`src/rtl/vnp4_sink_pkg.sv`:
```
// ----------------------------------------------------------------------------
// vnp4_sink_pkg : shared widths, error bit indices and types for the VNP4 sink
// Rev 1.0
// ----------------------------------------------------------------------------
`default_nettype none

package vnp4_sink_pkg;

  localparam int KEEP_W = 64;
  localparam int DATA_W = 512;
  localparam int PORT_W = 9;
  localparam int SIZE_W = 16;
  localparam int BEAT_BYTES_W = 7;
  localparam int ERR_W = 4;

  localparam int ERR_KEEP  = 0;
  localparam int ERR_SIZE  = 1;
  localparam int ERR_META  = 2;
  localparam int ERR_EMPTY = 3;

  typedef enum logic [0:0] {
    IDLE = 1'b0,
    BODY = 1'b1
  } state_t;

  typedef struct packed {
    logic [SIZE_W-1:0] size;
    logic [PORT_W-1:0] ingress;
    logic [PORT_W-1:0] egress;
  } pkt_info_t;

endpackage

`default_nettype wire

```
`src/rtl/axi_stream_vnp4_if.sv`:
```
// ----------------------------------------------------------------------------
// axi_stream_vnp4_if : 512-bit VNP4 AXI-stream bundle with sideband user fields
// Rev 1.0
// ----------------------------------------------------------------------------
`default_nettype none

interface axi_stream_vnp4_if;
  import vnp4_sink_pkg::*;

  logic              valid;
  logic              ready;
  logic [DATA_W-1:0] data;
  logic [KEEP_W-1:0] keep;
  logic              last;
  logic              user_valid;
  logic [SIZE_W-1:0] user_size;
  logic [PORT_W-1:0] user_ingress_port;
  logic [PORT_W-1:0] user_egress_port;

  modport slave (
    input  valid, data, keep, last, user_valid, user_size,
           user_ingress_port, user_egress_port,
    output ready
  );

  modport master (
    output valid, data, keep, last, user_valid, user_size,
           user_ingress_port, user_egress_port,
    input  ready
  );
endinterface

`default_nettype wire

```
`src/rtl/vnp4_keep_decode.sv`:
```
// ----------------------------------------------------------------------------
// vnp4_keep_decode : byte count of a keep mask plus full / low-contiguous flags
// Rev 1.0
// ----------------------------------------------------------------------------
`default_nettype none

module vnp4_keep_decode
  import vnp4_sink_pkg::*;
(
  input  logic [KEEP_W-1:0]       keep,
  output logic [BEAT_BYTES_W-1:0] bytes,
  output logic                    full,
  output logic                    contig
);

  localparam logic [KEEP_W-1:0] KEEP_ONE = {{(KEEP_W-1){1'b0}}, 1'b1};

  logic [KEEP_W-1:0] keep_inc;

  always_comb begin
    bytes = '0;
    for (int i = 0; i < KEEP_W; i++) begin
      bytes = bytes + {{(BEAT_BYTES_W-1){1'b0}}, keep[i]};
    end
  end

  // A mask filled from bit 0 has the form 2^n-1, so adding one clears every set bit.
  assign keep_inc = keep + KEEP_ONE;
  assign contig   = ((keep & keep_inc) == '0);
  assign full     = &keep;

endmodule

`default_nettype wire

```
`src/rtl/vnp4_stream_sink.sv`:
```
// ----------------------------------------------------------------------------
// vnp4_stream_sink : VNP4 stream terminator with packet/byte/error statistics.
// Optional LFSR backpressure when VNP4_SINK_BACKPRESSURE_EN is defined.
// Rev 1.0
// ----------------------------------------------------------------------------
`default_nettype none

module vnp4_stream_sink
  import vnp4_sink_pkg::*;
#(
  parameter int unsigned PKT_CNT_W  = 32,
  parameter int unsigned BYTE_CNT_W = 48,
  parameter logic [31:0] LFSR_SEED  = 32'hACE1_2B37
) (
  input  logic                  aclk,
  input  logic                  areset,
  axi_stream_vnp4_if.slave      s_axis,
  input  logic                  stats_clr,
`ifdef VNP4_SINK_BACKPRESSURE_EN
  input  logic                  throttle_dis,
`endif
  output logic                  pkt_done,
  output logic [SIZE_W-1:0]     last_size,
  output logic [PORT_W-1:0]     last_ingress,
  output logic [PORT_W-1:0]     last_egress,
  output logic [PKT_CNT_W-1:0]  pkt_count,
  output logic [BYTE_CNT_W-1:0] byte_count,
  output logic [PKT_CNT_W-1:0]  err_count,
  output logic [ERR_W-1:0]      err_flags
);

  localparam logic [PKT_CNT_W-1:0] PKT_ONE = {{(PKT_CNT_W-1){1'b0}}, 1'b1};

  state_t                  state_q, state_d;
  logic [SIZE_W-1:0]       acc_q, acc_d;
  logic [ERR_W-1:0]        perr_q, perr_d;
  logic                    run_q, run_d;
  logic                    pkt_done_q, pkt_done_d;
  pkt_info_t               last_q, last_d;
  logic [PKT_CNT_W-1:0]    pkt_count_q, pkt_count_d;
  logic [PKT_CNT_W-1:0]    err_count_q, err_count_d;
  logic [BYTE_CNT_W-1:0]   byte_count_q, byte_count_d;
  logic [ERR_W-1:0]        err_flags_q, err_flags_d;

  logic                    ready;
  logic                    accept;
  logic [BEAT_BYTES_W-1:0] beat_bytes;
  logic                    beat_full;
  logic                    beat_contig;
  logic [SIZE_W-1:0]       acc_base;
  logic [ERR_W-1:0]        perr_base;
  logic [SIZE_W:0]         sum;
  logic [SIZE_W-1:0]       total;
  logic [ERR_W-1:0]        beat_err;
  logic [ERR_W-1:0]        pkt_err;
  logic                    unused_data;

  vnp4_keep_decode u_keep_decode (
    .keep   (s_axis.keep),
    .bytes  (beat_bytes),
    .full   (beat_full),
    .contig (beat_contig)
  );

  assign unused_data = ^s_axis.data;

`ifdef VNP4_SINK_BACKPRESSURE_EN
  // x^32 + x^22 + x^2 + x + 1, right-shifting Galois form
  localparam logic [31:0] LFSR_TAPS = 32'h8020_0003;

  logic [31:0] lfsr_q, lfsr_d;

  always_comb begin
    lfsr_d = {1'b0, lfsr_q[31:1]} ^ (lfsr_q[0] ? LFSR_TAPS : 32'h0);
  end

  always_ff @(posedge aclk or posedge areset) begin
    if (areset) lfsr_q <= LFSR_SEED;
    else        lfsr_q <= lfsr_d;
  end

  assign ready = run_q & (throttle_dis | lfsr_q[0] | lfsr_q[1]);
`else
  logic [31:0] unused_lfsr_seed;
  assign unused_lfsr_seed = LFSR_SEED;
  assign ready            = run_q;
`endif

  assign s_axis.ready = ready;
  assign accept       = s_axis.valid & ready;

  // Per-beat byte accumulation and error classification.
  always_comb begin
    acc_base  = '0;
    perr_base = '0;
    case (state_q)
      BODY: begin
        acc_base  = acc_q;
        perr_base = perr_q;
      end
      default: ;
    endcase

    sum   = {1'b0, acc_base} + {{(SIZE_W+1-BEAT_BYTES_W){1'b0}}, beat_bytes};
    total = sum[SIZE_W] ? '1 : sum[SIZE_W-1:0];

    beat_err            = '0;
    beat_err[ERR_KEEP]  = s_axis.last ? ~beat_contig : ~beat_full;
    beat_err[ERR_EMPTY] = (beat_bytes == '0);
    beat_err[ERR_META]  = s_axis.last ^ s_axis.user_valid;
    beat_err[ERR_SIZE]  = sum[SIZE_W] |
                          (s_axis.last & s_axis.user_valid & (s_axis.user_size != total));
    pkt_err             = perr_base | beat_err;
  end

  always_comb begin
    state_d      = state_q;
    acc_d        = acc_q;
    perr_d       = perr_q;
    run_d        = 1'b1;
    pkt_done_d   = 1'b0;
    last_d       = last_q;
    pkt_count_d  = pkt_count_q;
    byte_count_d = byte_count_q;
    err_count_d  = err_count_q;
    err_flags_d  = err_flags_q;

    if (stats_clr) begin
      pkt_count_d  = '0;
      byte_count_d = '0;
      err_count_d  = '0;
      err_flags_d  = '0;
    end

    if (accept) begin
      if (s_axis.last) begin
        state_d        = IDLE;
        acc_d          = '0;
        perr_d         = '0;
        pkt_done_d     = 1'b1;
        last_d.size    = total;
        last_d.ingress = s_axis.user_ingress_port;
        last_d.egress  = s_axis.user_egress_port;
        // A simultaneous clear drops this packet from the statistics.
        if (!stats_clr) begin
          pkt_count_d  = pkt_count_q + PKT_ONE;
          byte_count_d = byte_count_q + {{(BYTE_CNT_W-SIZE_W){1'b0}}, total};
          err_count_d  = (|pkt_err) ? err_count_q + PKT_ONE : err_count_q;
          err_flags_d  = err_flags_q | pkt_err;
        end
      end else begin
        state_d = BODY;
        acc_d   = total;
        perr_d  = pkt_err;
      end
    end
  end

  always_ff @(posedge aclk or posedge areset) begin
    if (areset) begin
      state_q      <= IDLE;
      acc_q        <= '0;
      perr_q       <= '0;
      run_q        <= 1'b0;
      pkt_done_q   <= 1'b0;
      last_q       <= '0;
      pkt_count_q  <= '0;
      byte_count_q <= '0;
      err_count_q  <= '0;
      err_flags_q  <= '0;
    end else begin
      state_q      <= state_d;
      acc_q        <= acc_d;
      perr_q       <= perr_d;
      run_q        <= run_d;
      pkt_done_q   <= pkt_done_d;
      last_q       <= last_d;
      pkt_count_q  <= pkt_count_d;
      byte_count_q <= byte_count_d;
      err_count_q  <= err_count_d;
      err_flags_q  <= err_flags_d;
    end
  end

  assign pkt_done     = pkt_done_q;
  assign last_size    = last_q.size;
  assign last_ingress = last_q.ingress;
  assign last_egress  = last_q.egress;
  assign pkt_count    = pkt_count_q;
  assign byte_count   = byte_count_q;
  assign err_count    = err_count_q;
  assign err_flags    = err_flags_q;

endmodule

`default_nettype wire

```
`src/flat_wrapper.sv`:
```
// flat-port wrapper written by rule: the top's interface ports become plain ports
module vnp4_stream_sink_flat import vnp4_sink_pkg::*;
#(
  parameter int unsigned PKT_CNT_W  = 32,
  parameter int unsigned BYTE_CNT_W = 48,
  parameter logic [31:0] LFSR_SEED  = 32'hACE1_2B37
)
  (aclk, areset, stats_clr, pkt_done, last_size, last_ingress, last_egress, pkt_count, byte_count, err_count, err_flags, s_axis_valid, s_axis_data, s_axis_keep, s_axis_last, s_axis_user_valid, s_axis_user_size, s_axis_user_ingress_port, s_axis_user_egress_port, s_axis_ready);
  axi_stream_vnp4_if s_axis_i ();
  input  logic aclk;
  input  logic areset;
  input  logic stats_clr;
  output logic pkt_done;
  output logic [SIZE_W-1:0] last_size;
  output logic [PORT_W-1:0] last_ingress;
  output logic [PORT_W-1:0] last_egress;
  output logic [PKT_CNT_W-1:0] pkt_count;
  output logic [BYTE_CNT_W-1:0] byte_count;
  output logic [PKT_CNT_W-1:0] err_count;
  output logic [ERR_W-1:0] err_flags;
  input wire logic [$bits(s_axis_i.valid)-1:0] s_axis_valid;
  input wire logic [$bits(s_axis_i.data)-1:0] s_axis_data;
  input wire logic [$bits(s_axis_i.keep)-1:0] s_axis_keep;
  input wire logic [$bits(s_axis_i.last)-1:0] s_axis_last;
  input wire logic [$bits(s_axis_i.user_valid)-1:0] s_axis_user_valid;
  input wire logic [$bits(s_axis_i.user_size)-1:0] s_axis_user_size;
  input wire logic [$bits(s_axis_i.user_ingress_port)-1:0] s_axis_user_ingress_port;
  input wire logic [$bits(s_axis_i.user_egress_port)-1:0] s_axis_user_egress_port;
  output wire logic [$bits(s_axis_i.ready)-1:0] s_axis_ready;
  assign s_axis_i.valid = s_axis_valid;
  assign s_axis_i.data = s_axis_data;
  assign s_axis_i.keep = s_axis_keep;
  assign s_axis_i.last = s_axis_last;
  assign s_axis_i.user_valid = s_axis_user_valid;
  assign s_axis_i.user_size = s_axis_user_size;
  assign s_axis_i.user_ingress_port = s_axis_user_ingress_port;
  assign s_axis_i.user_egress_port = s_axis_user_egress_port;
  assign s_axis_ready = s_axis_i.ready;
  vnp4_stream_sink #(.PKT_CNT_W(PKT_CNT_W), .BYTE_CNT_W(BYTE_CNT_W), .LFSR_SEED(LFSR_SEED)) u_core (.aclk(aclk), .areset(areset), .s_axis(s_axis_i), .stats_clr(stats_clr), .pkt_done(pkt_done), .last_size(last_size), .last_ingress(last_ingress), .last_egress(last_egress), .pkt_count(pkt_count), .byte_count(byte_count), .err_count(err_count), .err_flags(err_flags));
endmodule
```
`config.mk`:
```
export PLATFORM = sky130hd
export DESIGN_NAME = vnp4_stream_sink_flat
export DESIGN_NICKNAME = d
export VERILOG_FILES = /design/src/rtl/vnp4_sink_pkg.sv /design/src/rtl/axi_stream_vnp4_if.sv /design/src/rtl/vnp4_keep_decode.sv /design/src/rtl/vnp4_stream_sink.sv /design/src/flat_wrapper.sv
export SDC_FILE = /design/constraint.sdc
export NUM_CORES = 1
export LEC_CHECK = 0
export BUFFER_PORTS_ARGS = -buffer_cell sky130_fd_sc_hd__buf_4
export CAP_MARGIN = 5
export CORE_AREA = 5 5 296 298
export CTS_CLUSTER_SIZE = 24
export DETAILED_ROUTE_END_ITERATION = 8
export DIE_AREA = 0 0 301 303
export PLACE_DENSITY = 0.39
export REMOVE_ABC_BUFFERS = 1
export SLEW_MARGIN = 30
export SYNTH_ARGS = -nofsm -noshare
export SYNTH_HDL_FRONTEND = slang
export SYNTH_HIERARCHICAL = 1
export SYNTH_SLANG_ARGS = --single-unit
```
`constraint.sdc`:
```
create_clock -name aclk -period 12.5 [get_ports aclk]
set_input_delay 1.25 -clock aclk [delete_from_list [all_inputs] [get_ports aclk]]
set_output_delay 1.25 -clock aclk [all_outputs]
set_load 0.02 [all_outputs]
```
==> metrics.txt <==
sequential element share of the synthesized area 35.1%; GPL Wtd Cong 0.851; largest buffer count on any clock path 2; Worst Setup Start Kind input port; Die Width 301 um; initial antenna violation count 11; maxcap violations 0; ys flop type dfrtp_1; Slew headroom 37.1%; cells after synthesis 1407; critical path fanouts, max 8; Detail Route Antenna Nets 0; Non-Filler Instances 2822; Cell Area, Synth 12300 sq um; Setup crit start s_axis_keep[0]; Yosys reg bits 173; Final min period 11400 ps; Hold Fails Final Rpt 0; critical path arrival 11710 ps; synth warn 6; Crit Path Class in2reg; layout cells sized above 1 21.5%; H-tree depth 4; final setup vio count 0; core area 84600 sq um; max-slew violations 0; drt pass-1 iters 5; reg2reg end u_core/byte_count[32]; Post-synth ARST share 100%; detailed-route wire length per cell 17.7 um; Die ar. 91200 sq um; P&R area growth vs syn 32.4%; Hold WC Path Type reg2reg; Initial Util 14.6%; measured slew at the worst slew-check pin 941 ps; RSZ-0062 raised after global routing false; Worst R2R Setup Slack 7340 ps; reg2reg path depth 25; fin nets 2382; gr usage total 10.8%; CP max-delay cell fa_1; Netlist cell types 85; die height 303 um; Clk Latency, worst-skew pair 470 ps; CP endpoint u_core/byte_count[20]; number of flops mapped to enable cells by yosys 0; First DRT Iteration DRCs 562; vias per cell 3.94; worst setup skew after layout 19.1 ps; most frequent cells in the layout buf_4, nand2_1, dfrtp_1; commonest non-fill, non-tap cell in the layout buf_4; post-cts sizing count 0; Root Buffer clkbuf_16; GR Overflow Total 0; Hold Crit Start u_core/acc_q[0]; clk sinks 173; Crit path required time 12820 ps; HPWL Detailed 39400 um; hold_buf cts 0; fin crit share 91.2%; TritonCTS clock tree done; largest net degree at the start of global routing 77; FP Rows 107; vias in the first global route 11536; Avg Cell Area, Syn 8.76 sq um; critical path's most frequent cell fa_1; Port Buffer Count 255; first-pass GRT wire length 74600 um; outcome complete, no violations; # DRC 0; CTS Buf Count 17; via count 11124; Fmax 87.8 MHz; CP max stage delay 600 ps; Placed Cells 2788; Reg-to-Reg Start u_core/state_q; final setup TNS 0 ps; endpoint type of the worst setup path register; post-CTS setup buffers 0; Clk pin slew, worst setup/hold paths 80 ps; io pins 768; WL final 49900 um
[critical path: cells and delay by family]
family / cells / cell delay, ps
and+or+nand+nor: 7 / 1160
adders and majority gates: 13 / 5700
buffers and inverters: 12 / 1140
AOI/OAI and AO/OA: 10 / 1990
xor gates and xnor gates: 2 / 450
[cells by family (layout without fill, tap and decap cells)]
logic type                 Yosys count  count (layout)  share of synthesized area [%]
and+or+nand+nor                    608             608                           25.5
AOI/OAI and AO/OA                  253             253                           12.9
buffers and inverters              177             446                           5.66
DFF                                173             173                           35.1
adders and majority gates          103             103                           13.9
xor gates and xnor gates            81              81                           5.75
muxes                               11              11                           1.20
other                                1               3                         0.0304
[Yosys cell counts (37+ instances only)]
master   number  area, sq um
nand3_1      62          310
xnor2_1      43          377
nor2_1      123          462
a21oi_1      72          360
fa_1         56         1120
inv_1       133          499
or3_1        37          231
nand4_1      38          238
ha_1         47          588
nand2_1     184          691
o21ai_0      78          390
xor2_1       38          333
dfrtp_1     173         4330
[metal layers]
metal | vias to the layer above | track usage (%) | wire length [um]
met5 | - | 0 | 96
met4 | 16 | 3.70 | 1240
met1 | 5426 | 13.7 | 21700
met2 | 245 | 17.3 | 23500
met3 | 71 | 3.48 | 3360
li1 | 5366 | - | -
[state kept, by name, summed over array words and instances (netlist names)]
| signal | count |
|---|---|
| u_core/pkt_count | 32 |
| u_core/s_axis.ready | 1 |
| u_core/last_egress | 9 |
| u_core/err_count | 32 |
| u_core/err_flags | 4 |
| u_core/last_ingress | 9 |
| u_core/pkt_done | 1 |
| u_core/acc_q | 16 |
| u_core/byte_count | 48 |
| u_core/last_size | 16 |
| u_core/state_q | 1 |
| u_core/perr_q | 4 |
[worst min-delay path by stage]
stage | slack [ps] | end | depth (start not counted)
2_1_floorplan | 440 | u_core/perr_q[1] | 2
3_3_place_gp | 460 | u_core/acc_q[0] | 2
3_5_place_dp | 460 | u_core/acc_q[0] | 2
4_1_cts | 480 | u_core/acc_q[0] | 2
5_1_grt | 510 | u_core/last_ingress[3] | 2
6_report | 480 | u_core/acc_q[0] | 2
[final cells by class]
| cell class | instances | area, sq um |
|---|---|---|
| tap | 1144 | 1430 |
| timing repair buffer | 280 | 2110 |
| multi-input combinational | 1057 | 7320 |
| inverter | 134 | 510 |
| fill | 9513 | 68300 |
| clock inverter | 15 | 191 |
| antenna | 2 | 5.00 |
| clock buffer | 17 | 425 |
| sequential | 173 | 4330 |
[per-stage QoR]
step | cell area (sq um) | utilization, % | hold slack, ps | setup WS [ps]
3_3_place_gp | 15700 | 18.6 | 456 | 464
2_1_floorplan | 12100 | - | 439 | 1590
6_report | 16300 | 19.3 | 477 | 1100
5_1_grt | 16300 | 19.3 | 512 | 289
3_5_place_dp | 15700 | 18.6 | 463 | 480
4_1_cts | 16300 | 19.3 | 482 | 932
Power is left out: the tool's default activity adds up to more than one toggle a clock period on the data nets, which glitch-free logic cannot reach.
